==> src/rtl/poly_th_bank.sv <==
// poly_th_bank: a bank of CH polymorphic NCL threshold gates with hysteresis.
// Each channel has one threshold for high supply mode and one for low supply mode.
// A mode change first drains the bank to NULL, then holds every output asleep
// for a settle interval, and only then switches the active mode.
module poly_th_bank #(
   parameter int unsigned CH         = 4,
   parameter int unsigned N          = 4,
   parameter int unsigned TW         = 3,
   parameter int unsigned SETTLE_CYC = 4
) (
   input  logic             clk,
   input  logic             rst_n,
   input  logic             vdd_sel_req,
   input  logic             s,
   input  logic [CH*N-1:0]  a,
   input  logic [CH*TW-1:0] thr_hi,
   input  logic [CH*TW-1:0] thr_lo,
   output logic [CH-1:0]    z,
   output logic             vdd_sel_cur,
   output logic             busy,
   output logic             mode_ack
);

   localparam int unsigned CW = 8;

   typedef enum logic [1:0] {
      ST_RUN    = 2'd0,
      ST_DRAIN  = 2'd1,
      ST_SETTLE = 2'd2
   } state_t;

   state_t        state_q, state_d;
   logic [CW-1:0] cnt_q, cnt_d;
   logic          tgt_q, tgt_d;
   logic          vdd_sel_cur_q, vdd_sel_cur_d;
   logic          busy_q, busy_d;
   logic          mode_ack_q, mode_ack_d;
   logic [CH-1:0] z_q, z_d;
   logic          sleep_int;

   assign sleep_int = (state_q != ST_RUN);

   for (genvar c = 0; c < CH; c++) begin : g_ch
      logic [TW-1:0] pop_c;
      logic [TW-1:0] thr_c;
      logic          z_nxt;

      // Count of asserted inputs on this channel; all inputs carry weight 1.
      always_comb begin
         pop_c = '0;
         for (int i = 0; i < int'(N); i++) begin
            pop_c = pop_c + TW'(a[c*N + i]);
         end
      end

      assign thr_c = vdd_sel_cur_q ? thr_hi[c*TW +: TW] : thr_lo[c*TW +: TW];

      // Threshold gate with hysteresis. A threshold above N can never be reached.
      always_comb begin
         z_nxt = z_q[c];
         if (s || sleep_int) begin
            z_nxt = 1'b0;
         end else if (thr_c == '0) begin
            z_nxt = 1'b0;
         end else if (pop_c >= thr_c) begin
            z_nxt = 1'b1;
         end else if (pop_c == '0) begin
            z_nxt = 1'b0;
         end
      end

      assign z_d[c] = z_nxt;
   end

   // Mode-switch sequencer. The target mode is latched on entry to DRAIN.
   always_comb begin
      state_d       = state_q;
      cnt_d         = cnt_q;
      tgt_d         = tgt_q;
      vdd_sel_cur_d = vdd_sel_cur_q;
      mode_ack_d    = 1'b0;
      unique case (state_q)
         ST_RUN: begin
            if (vdd_sel_req != vdd_sel_cur_q) begin
               tgt_d   = vdd_sel_req;
               state_d = ST_DRAIN;
            end
         end
         ST_DRAIN: begin
            if ((a == '0) && (z_q == '0)) begin
               cnt_d   = CW'(SETTLE_CYC - 1);
               state_d = ST_SETTLE;
            end
         end
         ST_SETTLE: begin
            if (cnt_q != '0) begin
               cnt_d = cnt_q - CW'(1);
            end else begin
               vdd_sel_cur_d = tgt_q;
               mode_ack_d    = 1'b1;
               state_d       = ST_RUN;
            end
         end
         default: begin
            state_d = ST_RUN;
         end
      endcase
      busy_d = (state_d != ST_RUN);
   end

   // State and output registers.
   always_ff @(posedge clk or negedge rst_n) begin
      if (!rst_n) begin
         state_q       <= ST_RUN;
         cnt_q         <= '0;
         tgt_q         <= 1'b0;
         vdd_sel_cur_q <= 1'b0;
         busy_q        <= 1'b0;
         mode_ack_q    <= 1'b0;
         z_q           <= '0;
      end else begin
         state_q       <= state_d;
         cnt_q         <= cnt_d;
         tgt_q         <= tgt_d;
         vdd_sel_cur_q <= vdd_sel_cur_d;
         busy_q        <= busy_d;
         mode_ack_q    <= mode_ack_d;
         z_q           <= z_d;
      end
   end

   assign z           = z_q;
   assign vdd_sel_cur = vdd_sel_cur_q;
   assign busy        = busy_q;
   assign mode_ack    = mode_ack_q;

endmodule

==> config.mk <==
export PLATFORM = sky130hd
export DESIGN_NAME = poly_th_bank
export DESIGN_NICKNAME = d
export VERILOG_FILES = /design/src/rtl/poly_th_bank.sv
export SDC_FILE = /design/constraint.sdc
export NUM_CORES = 1
export LEC_CHECK = 0
export CAP_MARGIN = 20
export CORE_ASPECT_RATIO = 0.5
export CORE_MARGIN = 5
export CORE_UTILIZATION = 50
export DETAILED_ROUTE_END_ITERATION = 10
export GPL_TIMING_DRIVEN = 1
export PLACE_DENSITY_LB_ADDON = 0.25
export SYNTH_ARGS = -nofsm -noshare
export SYNTH_HDL_FRONTEND = slang
export SYNTH_SLANG_ARGS = --single-unit
==> constraint.sdc <==
create_clock -name clk -period 3.3 [get_ports clk]
set_input_delay 0.99 -clock clk [delete_from_list [all_inputs] [get_ports clk]]
set_output_delay 0.99 -clock clk [all_outputs]
set_load 0.02 [all_outputs]
# --- Word level (Yosys, flattened, before mapping) ---
# Cells that the tools add are included.
classes:
  bitwise_logic: 1
  add_sub_neg: 13
  n_eq_ne: 5
  mux: 29
  n_lt_le_gt_ge: 4
  n_reduce_logical: 24
op_table:
  columns: ["operator", "n"]
  rows:
  - ["$logic_not A3 Y1", 8]
  - ["$mux W1", 18]
  - ["$logic_not A16 Y1", 1]
  - ["$mux W8", 2]
  - ["$pmux W8 S2", 1]
  - ["$reduce_bool A4 Y1", 4]
  - ["$add A2 B1 Y3", 4]
  - ["$add A3 B1 Y3", 4]
  - ["$ge A3 B3 Y1", 4]
  - ["$mux W3", 4]
  - ["$add A1 B1 Y2", 4]
  - ["$reduce_bool A8 Y1", 1]
  - ["$sub A8 B1 Y8 const B", 1]
  - ["$mux W2", 3]
  - ["$pmux W2 S3", 1]
  - ["$reduce_bool A2 Y1", 3]
  - ["$logic_not A4 Y1", 1]
  - ["$ne A2 B2 Y1 const B", 2]
  - ["$reduce_and A2 Y1", 2]
  - ["$reduce_and A3 Y1", 1]
  - ["$eq A2 B1 Y1 const B", 1]
  - ["$eq A2 B2 Y1 const B", 1]
  - ["$logic_not A2 Y1", 1]
  - ["$logic_and A1 B1 Y1", 1]
  - ["3 further kinds", 3]
totals:
  wordCells: 86
  inputBits: 44
  register_bits: 18

# --- Longest topological paths before layout ---
# Gate-level depths: netlist of run 1.
logic_depth:
  ltp_word: 8
  mapped_depth: 9
  depth_no_buf: 8

# --- Worst setup path before layout of run 1 ---
# Ideal clock, no wire load.
synth_timing:
  path_type: "input port to flip-flop"
  from: "in a[4]"
  to: "reg z_q[1] (netlist: z[1])"
  n_path_buf: 0
  path_stages: 7
  t_arrival_ps: 2624
  path_slack_ps: 539
  required_time_ps: 3163
  path_cell_list: "fa_1 -> ha_1 -> ha_1 -> ha_1 -> a21o_1 -> a221oi_1 -> a311oi_1"
synth_via:
  elab_chain_cells: 7
  elab_cells_between_ends: 9
  classes_between: "add/sub: 3; order compare: 1; mux: 3; reduce/logical: 2"
synth_rtl:
  columns: ["element", "line_no", "source"]
  rows:
  - ["start, declared", "15", "input logic [CH*N-1:0] a,"]
  - ["$add A1 B1 Y2 *", "52", "pop_c = pop_c + TW'(a[c*N + i]);"]
  - ["$add A2 B1 Y3 *", "52", null]
  - ["$add A3 B1 Y3 *", "52", null]
  - ["$ge A3 B3 Y1", "65", "end else if (pop_c >= thr_c) begin"]
  - ["$mux W1", "65", null]
  - ["$mux W1", "63", "end else if (thr_c == '0) begin"]
  - ["$mux W1", "61", "if (s || sleep_int) begin"]
  - ["end signal, assigned", "128", "z_q <= z_d;"]
  - ["end, declared", "38", "logic [CH-1:0] z_q, z_d;"]
# Mark *: on every way between the ends. The rest lies on a longest branch, timed or not.
# A chain may end at the register's enable or synchronous reset.

# --- Worst setup path after layout of run 1 ---
layout_timing:
  from: "in a[7]"
  to: "reg z_q[1] (netlist: z[1])"
layout_via:
  elab_chain_cells: 5
  elab_cells_between_ends: 7
  classes_between: "add/sub: 1; order compare: 1; mux: 3; reduce/logical: 2"
layout_rtl:
  columns: ["element", "line_no"]
  rows:
  - ["$add A3 B1 Y3 *", "52"]
  - ["$ge A3 B3 Y1", "65"]
  - ["$mux W1", "65"]
  - ["$mux W1", "63"]
  - ["$mux W1", "61"]
# Marked as above.

==> impl_metrics.csv, run 1 <==
group,metric,value,unit
timing,fin_ws,0.175,ns
floorplanning,start_util,0.528,
cts,clock_latency,0.26,ns
logic_synthesis,synth_warnings,0,
timing,min_period,3.13,ns
cts,clk_pin_slew_worst_paths,0.08,ns
drt,routed_wl,3630,µm
global_route,grt_util_all_layers,0.166,
global_route,grt_max_degree,19,
setup_path,worstPathCellList,"clkdlybuf4s50_1 -> fa_1 -> ha_1 -> inv_1 -> ha_1 -> nand2b_1 -> a21o_1 -> a221oi_1 -> a311oi_1",
cts,cts.sinks,18,
setup_path,r2r_slack,1.24,ns
power_and_ir_drop,p_leak,0.934,nW
placed_design,dpl_cell_area,2150,µm²
logic_synthesis,synth_top_family_by_area,"adder cells",
floorplanning,core-area,3050,µm²
global_route,grt_remaining_overflow,0,
logic_synthesis,yosysSeqAreaShare,0.280,
floorplanning,dieArea,4520,µm²
setup_path,crit_type,"primary input to flop",
finish,fin_area,2210,µm²
logic_synthesis,synth-simple-area-share,0.163,
timing,worstMarginPinSlew,0.835,ns
finish,syn_to_final_growth,37.4,%
drt,drcViolationCount,0,
cts,cts_tree,"done",
logic_synthesis,synth_area,1610,µm²
floorplanning,num_rows,14,
power_and_ir_drop,powerDensity,262,nW/µm²
timing,fmax,320,MHz
logic_synthesis,synth-adder-area-share,0.252,
drt,drt_iter0_markers,55,
power_and_ir_drop,power,0.579,mW
setup_path,cp_slowest_cell,"clkdlybuf4s50_1",
power_and_ir_drop,ir_worst_vdd,222,µV
timing,relSlewSlack,0.442,
cts,clk_path_buf_depth,2,
global_route,grt_pass1_vias,1472,
logic_synthesis,synth_nets,233,
timing,finalSetupViolCount,0,
cts,htreeDepth,1,
placed_design,port_buffers,50,
setup_path,r2r-end,"z[1]",
drt,vias,1368,
timing,clock_skew,0.00411,ns
hold_path,hold_end,"tgt_q",
logic_synthesis,synth_seq_cells,18,
placed_design,place.gp.congestion,0.831,
logic_synthesis,synthDistinctLibCells,35,
cts,cts_resized,0,
hold_path,whs_path_depth,2,
floorplanning,die_w,90.2,µm
timing,finalMaxSlewViolations,0,
setup_path,r2r_start,"vdd_sel_cur",
cts,cts-root-buf,"clkbuf_8",
placed_design,dp_slack,-0.0694,ns
drt,viasPerCell,5.43,
setup_path,required,3.43,ns
timing,fin_crit_sh,0.947,
logic_synthesis,synth-xor-area-share,0.0218,
floorplanning,ioPinCount,51,
logic_synthesis,synthCells,159,
setup_path,worstSetupStartpointType,"primary input",
setup_path,r2r_cells,8,
finish,diodes,0,
drt,drtPass1Iterations,4,
finish,fillers,231,
floorplanning,fp.dieH,50.1,µm
finish,fin_nets,287,
drt,wire_per_inst,14.4,µm
global_route,antenna_found_initial,0,
cts,cts_hold_buf,0,
run,maxCapViolCount,0,
hold_path,hold_path_startpoint,"tgt_q",
logic_synthesis,synth_compound_area_frac,0.112,
finish,layout-drive-gt1-share,0.0566,
run_status,status,"finished clean",
logic_synthesis,syn_area_per_cell,10.1,µm²
timing,hold_slack,0.547,ns
setup_path,critPathCaptureType,"flop",
placed_design,place_hpwl,3070,µm
setup_path,slowest_delay,0.52,ns
timing,hold_violations,0,
global_route,grt_pass1_wl,6270,µm
cts,numCtsBuffers,3,
timing,rsz0062_at_grt,"no",
logic_synthesis,synthMuxAreaShare,0.107,
setup_path,critPathMaxFanout,2,
cts,postCtsSetupRepairBufs,0,
setup_path,cp.arrival,3.25,ns
drt,ant_nets,0,
setup_path,crit_top_cell,"ha_1",
hold_path,hold_path_class,"flop to flop",
[layout make-up]
type	instances	area, µm²	area share
timing repair buffer	53	523	0.237
multi-input combinational	117	1060	0.478
tap	40	50.0	0.0227
inverter	20	75.1	0.0340
sequential	18	450	0.204
clock buffer	4	55.1	0.0249
[cell families after synthesis]
family,after synthesis
xor gates and xnor gates,4
adders and majority gates,30
and+or+nand+nor,42
AOI/OAI and AO/OA,24
buffers and inverters,24
DFF,18
muxes,17
[layout by cell type, fill, tap and decap left out]
| master | synthesis | layout |
|---|---|---|
| nand2b_1 | 6 | 6 |
| mux2i_1 | 15 | 15 |
| nor2b_1 | 1 | 1 |
| buf_4 | 0 | 3 |
| xor2_1 | 1 | 1 |
| a211oi_1 | 2 | 2 |
| nand3b_1 | 1 | 1 |
| or3_1 | 6 | 6 |
| a21oi_1 | 3 | 3 |
| or2_1 | 1 | 1 |
| o21ai_0 | 1 | 1 |
| and4_1 | 1 | 1 |
| nand4bb_1 | 1 | 1 |
| nor4_4 | 1 | 1 |
| a2111oi_0 | 1 | 1 |
| fa_1 | 4 | 4 |
| nand2_1 | 2 | 2 |
| a311oi_1 | 5 | 5 |
| nand3_1 | 1 | 1 |
| a41oi_1 | 1 | 1 |
| ha_1 | 26 | 26 |
| a31oi_1 | 3 | 3 |
| nor2_1 | 12 | 12 |
| clkbuf_8 | 0 | 4 |
| or4b_1 | 1 | 1 |
| inv_1 | 20 | 20 |
| or4_4 | 1 | 1 |
| xnor2_1 | 3 | 3 |
| mux2_2 | 2 | 2 |
| a221oi_1 | 4 | 4 |
| nor3b_2 | 1 | 1 |
| nor4_1 | 4 | 4 |
| nor3_1 | 2 | 2 |
| clkdlybuf4s50_1 | 0 | 50 |
| a21o_1 | 4 | 4 |
| dfrtp_1 | 18 | 18 |
[critical path, delay by kind of cell]
family,cells,cell delay (ns)
buffers and inverters,2,0.57
AO/OA/AOI/OAI,3,0.52
AND/OR/NAND/NOR,1,0.15
adder cells (fa/ha/maj),3,1.02
[how the worst max path moves through the flow]
stage / start / to / slack (ns) / cells past startpoint
3_5_place_dp: a[5] / z[1] / -0.07 / 8
6_report: a[7] / z[1] / 0.17 / 9
5_1_grt: a[4] / z[1] / 0.07 / 9
3_3_place_gp: a[4] / z[1] / 0.006 / 9
4_1_cts: a[5] / z[1] / 0.19 / 9
2_1_floorplan: a[4] / z[1] / 0.54 / 7
[routing by layer]
layer  GRT usage  vias up  part of all wire
li1            -      689                 -
met4      0.0297        0            0.0069
met3      0.0274        4             0.037
met2       0.313       32              0.54
met5           0        -                 0
met1       0.201      643              0.42
[metrics by stage]
| step | TNS, ns | utilization | instances |
|---|---|---|---|
| finish | 0 | 0.725 | 252 |
| global route | 0 | 0.725 | 252 |
| CTS | 0 | 0.725 | 252 |
| detailed placement | -0.108 | 0.707 | 248 |
| global placement | 0 | 0.707 | 248 |
| floorplan | 0 | - | 159 |
[cells in the mapped netlist, drive strengths merged]
cell	n	area, µm²
a221oi	4	35.0
nor2b	1	6.26
or4b	1	10.0
inv	20	75.1
nand3b	1	7.51
nand2	2	7.51
nor3	2	10.0
buf	4	26.3
a2111oi	1	8.76
a41oi	1	8.76
a211oi	2	15.0
xnor2	3	26.3
mux2	2	22.5
xor2	1	8.76
nor2	12	45.0
nand4bb	1	11.3
a311oi	5	43.8
and4	1	8.76
nand3	1	5.00
nand2b	6	37.5
ha	26	325
dfrtp	18	450
o21ai	1	5.00
or3	6	37.5
a21o	4	30.0
a21oi	3	15.0
or4	1	11.3
or2	1	6.26
nor4	5	46.3
a31oi	3	18.8
mux2i	15	150
nor3b	1	12.5
fa	4	80.1
[state kept, by name, summed over array words and instances (netlist names)]
register,count
cnt_q,8
z,4
state_q,2
busy,1
mode_ack,1
tgt_q,1
vdd_sel_cur,1
[report_power, final]
part / leakage, nW / internal (mW) / switching [mW]
sequential: 0.210 / 0.221 / 0.000150
clock: 0.0288 / 0.106 / 0.0801
combinational: 0.695 / 0.102 / 0.0698
No activity file was read; power rests on OpenSTA's default activity.
==> inputs of run 2 (changes only) <==
CAP_MARGIN = default   (was 20)
CTS_CLUSTER_SIZE = 14   (was default)
PLACE_DENSITY = 0.93   (was default)
PLACE_DENSITY_LB_ADDON = default   (was 0.25)
==> impl_metrics.csv, run 2 (synthesis gave the netlist of run 1 again) <==
group,metric,value,unit
cts,htreeDepth,1,
cts,numCtsBuffers,3,
cts,clock_latency,0.26,ns
cts,cts.sinks,18,
timing,worstMarginPinSlew,0.888,ns
cts,cts-root-buf,"clkbuf_8",
timing,min_period,3.16,ns
drt,drcViolationCount,0,
setup_path,critPathMaxFanout,2,
global_route,grt_pass1_wl,6890,µm
finish,syn_to_final_growth,37.4,%
hold_path,hold_path_class,"flop to flop",
setup_path,slowest_delay,0.51,ns
placed_design,dp_slack,-0.0925,ns
timing,rsz0062_at_grt,"no",
setup_path,worstPathCellList,"clkdlybuf4s50_1 -> fa_1 -> ha_1 -> inv_1 -> ha_1 -> nand2b_1 -> a21o_1 -> a221oi_1 -> a311oi_1",
drt,drt_iter0_markers,77,
floorplanning,dieArea,4520,µm²
floorplanning,start_util,0.528,
timing,hold_slack,0.561,ns
floorplanning,core-area,3050,µm²
run,maxCapViolCount,0,
power_and_ir_drop,power,0.586,mW
drt,routed_wl,4110,µm
finish,final_cell_mix,"clkdlybuf4s50_1 (50), ha_1 (26), inv_1 (20)",
drt,vias,1463,
timing,fin_ws,0.140,ns
finish,top_register,"cnt_q",
placed_design,port_buffers,50,
global_route,grt_util_all_layers,0.185,
finish,layout-drive-gt1-share,0.0566,
timing,relSlewSlack,0.406,
cts,cts_resized,0,
global_route,grt_pass1_vias,1469,
timing,finalSetupViolCount,0,
setup_path,required,3.43,ns
power_and_ir_drop,powerDensity,265,nW/µm²
finish,fin_area,2210,µm²
power_and_ir_drop,p_leak,0.934,nW
floorplanning,die_w,90.2,µm
global_route,grt_remaining_overflow,0,
placed_design,dpl_cell_area,2150,µm²
drt,drtPass1Iterations,4,
floorplanning,ioPinCount,51,
cts,clk_pin_slew_worst_paths,0.07,ns
drt,viasPerCell,5.81,
setup_path,cp_num_buf_inv,2,
finish,largest_register_ffs,8,
placed_design,place_hpwl,3190,µm
setup_path,cp_slowest_cell,"clkdlybuf4s50_1",
floorplanning,fp.dieH,50.1,µm
cts,cts_hold_buf,0,
run_status,status,"finished clean",
setup_path,critPathCaptureType,"flop",
setup_path,cp.arrival,3.29,ns
finish,final_common_cell,"clkdlybuf4s50_1",
global_route,antenna_found_initial,0,
timing,fmax,316,MHz
timing,finalMaxSlewViolations,0,
finish,diodes,0,
setup_path,crit_top_cell,"ha_1",
setup_path,path_delay_family,"adder cells",
drt,ant_nets,0,
timing,hold_violations,0,
cts,clk_path_buf_depth,2,
drt,wire_per_inst,16.3,µm
power_and_ir_drop,ir_worst_vdd,153,µV
floorplanning,num_rows,14,
finish,fin_nets,287,
placed_design,place.gp.congestion,0.860,
timing,fin_crit_sh,0.958,
setup_path,worstSetupStartpointType,"primary input",
cts,postCtsSetupRepairBufs,0,
cts,cts_tree,"done",
global_route,grt_max_degree,19,
timing,clock_skew,0.00250,ns
setup_path,crit_type,"primary input to flop",
[run 2: report_power, final]
part           switching, mW  internal (mW)
registers           0.000157          0.221
clock network         0.0831          0.106
logic                 0.0733          0.102
[run 2: final timing paths]
path	from	end	slack (ns)	cells after the start
max	a[5]	z[1]	0.14	9
min	tgt_q	vdd_sel_cur	0.56	1
max reg2reg	vdd_sel_cur	z[1]	1.20	8
min reg2reg	tgt_q	vdd_sel_cur	0.56	1
max in group asynchronous	rst_n	mode_ack	1.53	1
min in group asynchronous	rst_n	tgt_q	1.22	1
[run 2: area by class of cell]
type | count | area, µm²
Clock buffer | 4 | 55.1
Fill cell | 227 | 838
Inverter | 20 | 75.1
Multi-Input combinational cell | 117 | 1060
Sequential cell | 18 | 450
Tap cell | 40 | 50.0
Timing Repair Buffer | 53 | 523
[run 2: layer usage]
layer / vias up / routed length, µm / global-route usage
met4: 0 / 138 / 0.0916
met3: 14 / 196 / 0.0258
li1: 682 / - / -
met2: 61 / 2100 / 0.345
met1: 706 / 1670 / 0.211
met5: - / 0 / 0
[run 2: stage by stage]
stage                      util  instances  TNS [ns]
after global placement    0.707        248         0
after floorplan               -        159         0
after detailed placement  0.707        248    -0.256
final                     0.725        252         0
after global routing      0.725        252         0
after CTS                 0.725        252         0
==> inputs of run 3 (changes only) <==
CORE_UTILIZATION = 39   (was 50)
PLACE_DENSITY = 0.77   (was 0.93)
==> impl_metrics.csv, run 3 (synthesis gave the netlist of run 1 again) <==
group,metric,value,unit
floorplanning,core-area,3940,µm²
cts,htreeDepth,1,
placed_design,dp_cells,262,
setup_path,path_delay_family,"adder cells",
run,maxCapViolCount,0,
setup_path,worstPathCellList,"clkdlybuf4s50_1 -> fa_1 -> ha_1 -> ha_1 -> ha_1 -> a21o_1 -> a221oi_1 -> a311oi_1",
timing,finalSetupViolCount,0,
hold_path,hold_path_startpoint,"tgt_q",
finish,top_register,"cnt_q",
setup_path,r2r-end,"z[1]",
setup_path,crit_top_cell,"ha_1",
placed_design,place_hpwl,3090,µm
global_route,grt_max_degree,19,
timing,clock_skew,0.00424,ns
setup_path,critPathMaxFanout,2,
drt,drtPass1Iterations,4,
timing,fin_crit_sh,0.961,
finish,fin_area,2230,µm²
placed_design,dp_slack,-0.0497,ns
setup_path,crit_type,"primary input to flop",
timing,finalMaxSlewViolations,0,
setup_path,required,3.42,ns
finish,diodes,0,
cts,cts_tree,"done",
timing,fin_ws,0.128,ns
hold_path,whs_path_depth,2,
power_and_ir_drop,ir_worst_vdd,156,µV
setup_path,critPathCaptureType,"flop",
hold_path,hold_path_class,"flop to flop",
global_route,grt_pass1_vias,1422,
finish,final_cell_mix,"clkdlybuf4s50_1 (50), ha_1 (26), inv_1 (20)",
setup_path,cp.arrival,3.30,ns
power_and_ir_drop,p_leak,0.934,nW
drt,viasPerCell,5.05,
drt,drcViolationCount,0,
cts,clock_latency,0.26,ns
cts,cts.sinks,18,
run_status,status,"finished clean",
setup_path,slowest_delay,0.53,ns
floorplanning,num_rows,16,
drt,vias,1342,
hold_path,hold_end,"tgt_q",
finish,final_common_cell,"clkdlybuf4s50_1",
finish,layout-drive-gt1-share,0.0566,
cts,cts_resized,0,
timing,worstMarginPinSlew,0.821,ns
cts,numCtsBuffers,3,
floorplanning,fp.dieH,55.4,µm
timing,fmax,315,MHz
timing,hold_slack,0.541,ns
setup_path,cp_num_buf_inv,1,
timing,min_period,3.17,ns
cts,postCtsSetupRepairBufs,0,
floorplanning,dieArea,5580,µm²
floorplanning,start_util,0.408,
floorplanning,die_w,101,µm
finish,layout.cells.non_filler,266,
global_route,grt_remaining_overflow,0,
cts,clk_pin_slew_worst_paths,0.07,ns
drt,drt_iter0_markers,24,
floorplanning,ioPinCount,51,
global_route,grt_util_all_layers,0.141,
placed_design,place.gp.congestion,0.805,
cts,clk_path_buf_depth,2,
cts,cts_hold_buf,0,
finish,fin_nets,287,
placed_design,dpl_cell_area,2170,µm²
global_route,antenna_found_initial,0,
drt,ant_nets,0,
cts,cts-root-buf,"clkbuf_8",
placed_design,port_buffers,50,
timing,rsz0062_at_grt,"no",
setup_path,r2r_cells,8,
drt,wire_per_inst,13.8,µm
global_route,grt_pass1_wl,6640,µm
finish,fillers,332,
finish,syn_to_final_growth,38.5,%
timing,hold_violations,0,
setup_path,cp_slowest_cell,"fa_1",
setup_path,r2r_slack,1.26,ns
power_and_ir_drop,powerDensity,259,nW/µm²
setup_path,worstSetupStartpointType,"primary input",
timing,relSlewSlack,0.451,
finish,largest_register_ffs,8,
setup_path,r2r_start,"vdd_sel_cur",
drt,routed_wl,3670,µm
run 3: cell counts in the layout (fill, tap and decap cells not counted):
No cell type changed its count.
run 3: worst min-delay path, cell delays in order (launching register included):
cell and delay, ns:
dfrtp_1 0.36, a21oi_1 0.07, nor2_1 0.08
run 3: stage by stage:
stage          power [mW]  setup TNS [ns]  utilization
6_report            0.577               0        0.565
5_1_grt             0.618               0        0.565
3_5_place_dp        0.394          -0.157        0.551
4_1_cts             0.583               0        0.565
2_1_floorplan       0.311               0            -
3_3_place_gp        0.385        -0.00228        0.551
run 3: where the power goes:
part           leakage, nW  switching, mW  internal [mW]
Clock               0.0288         0.0801          0.106
Sequential           0.210       0.000150          0.221
Combinational        0.695         0.0685          0.102
run 3: layer usage:
metal,routed length [µm],share of wire,track usage
met1,1650,0.45,0.186
met2,1920,0.52,0.251
met3,91,0.025,0.0226
met4,0,0,0.0134
met5,0,0,0
run 3: area by class of cell:
cell class / instances / area [µm²] / area share
timing repair buffer: 53 / 523 / 0.235
sequential: 18 / 450 / 0.202
clock buffer: 4 / 55.1 / 0.0247
tap: 54 / 67.6 / 0.0303
inverter: 20 / 75.1 / 0.0337
multi-input combinational: 117 / 1060 / 0.474
run 3: worst max path at each step:
| stage | to | cells after the start | start |
|---|---|---|---|
| after floorplan | z[1] | 7 | a[4] |
| after detailed placement | z[0] | 8 | a[1] |
| after global routing | z[1] | 9 | a[4] |
| after CTS | z[1] | 8 | a[4] |
| after global placement | z[1] | 9 | a[4] |
| final | z[1] | 8 | a[4] |
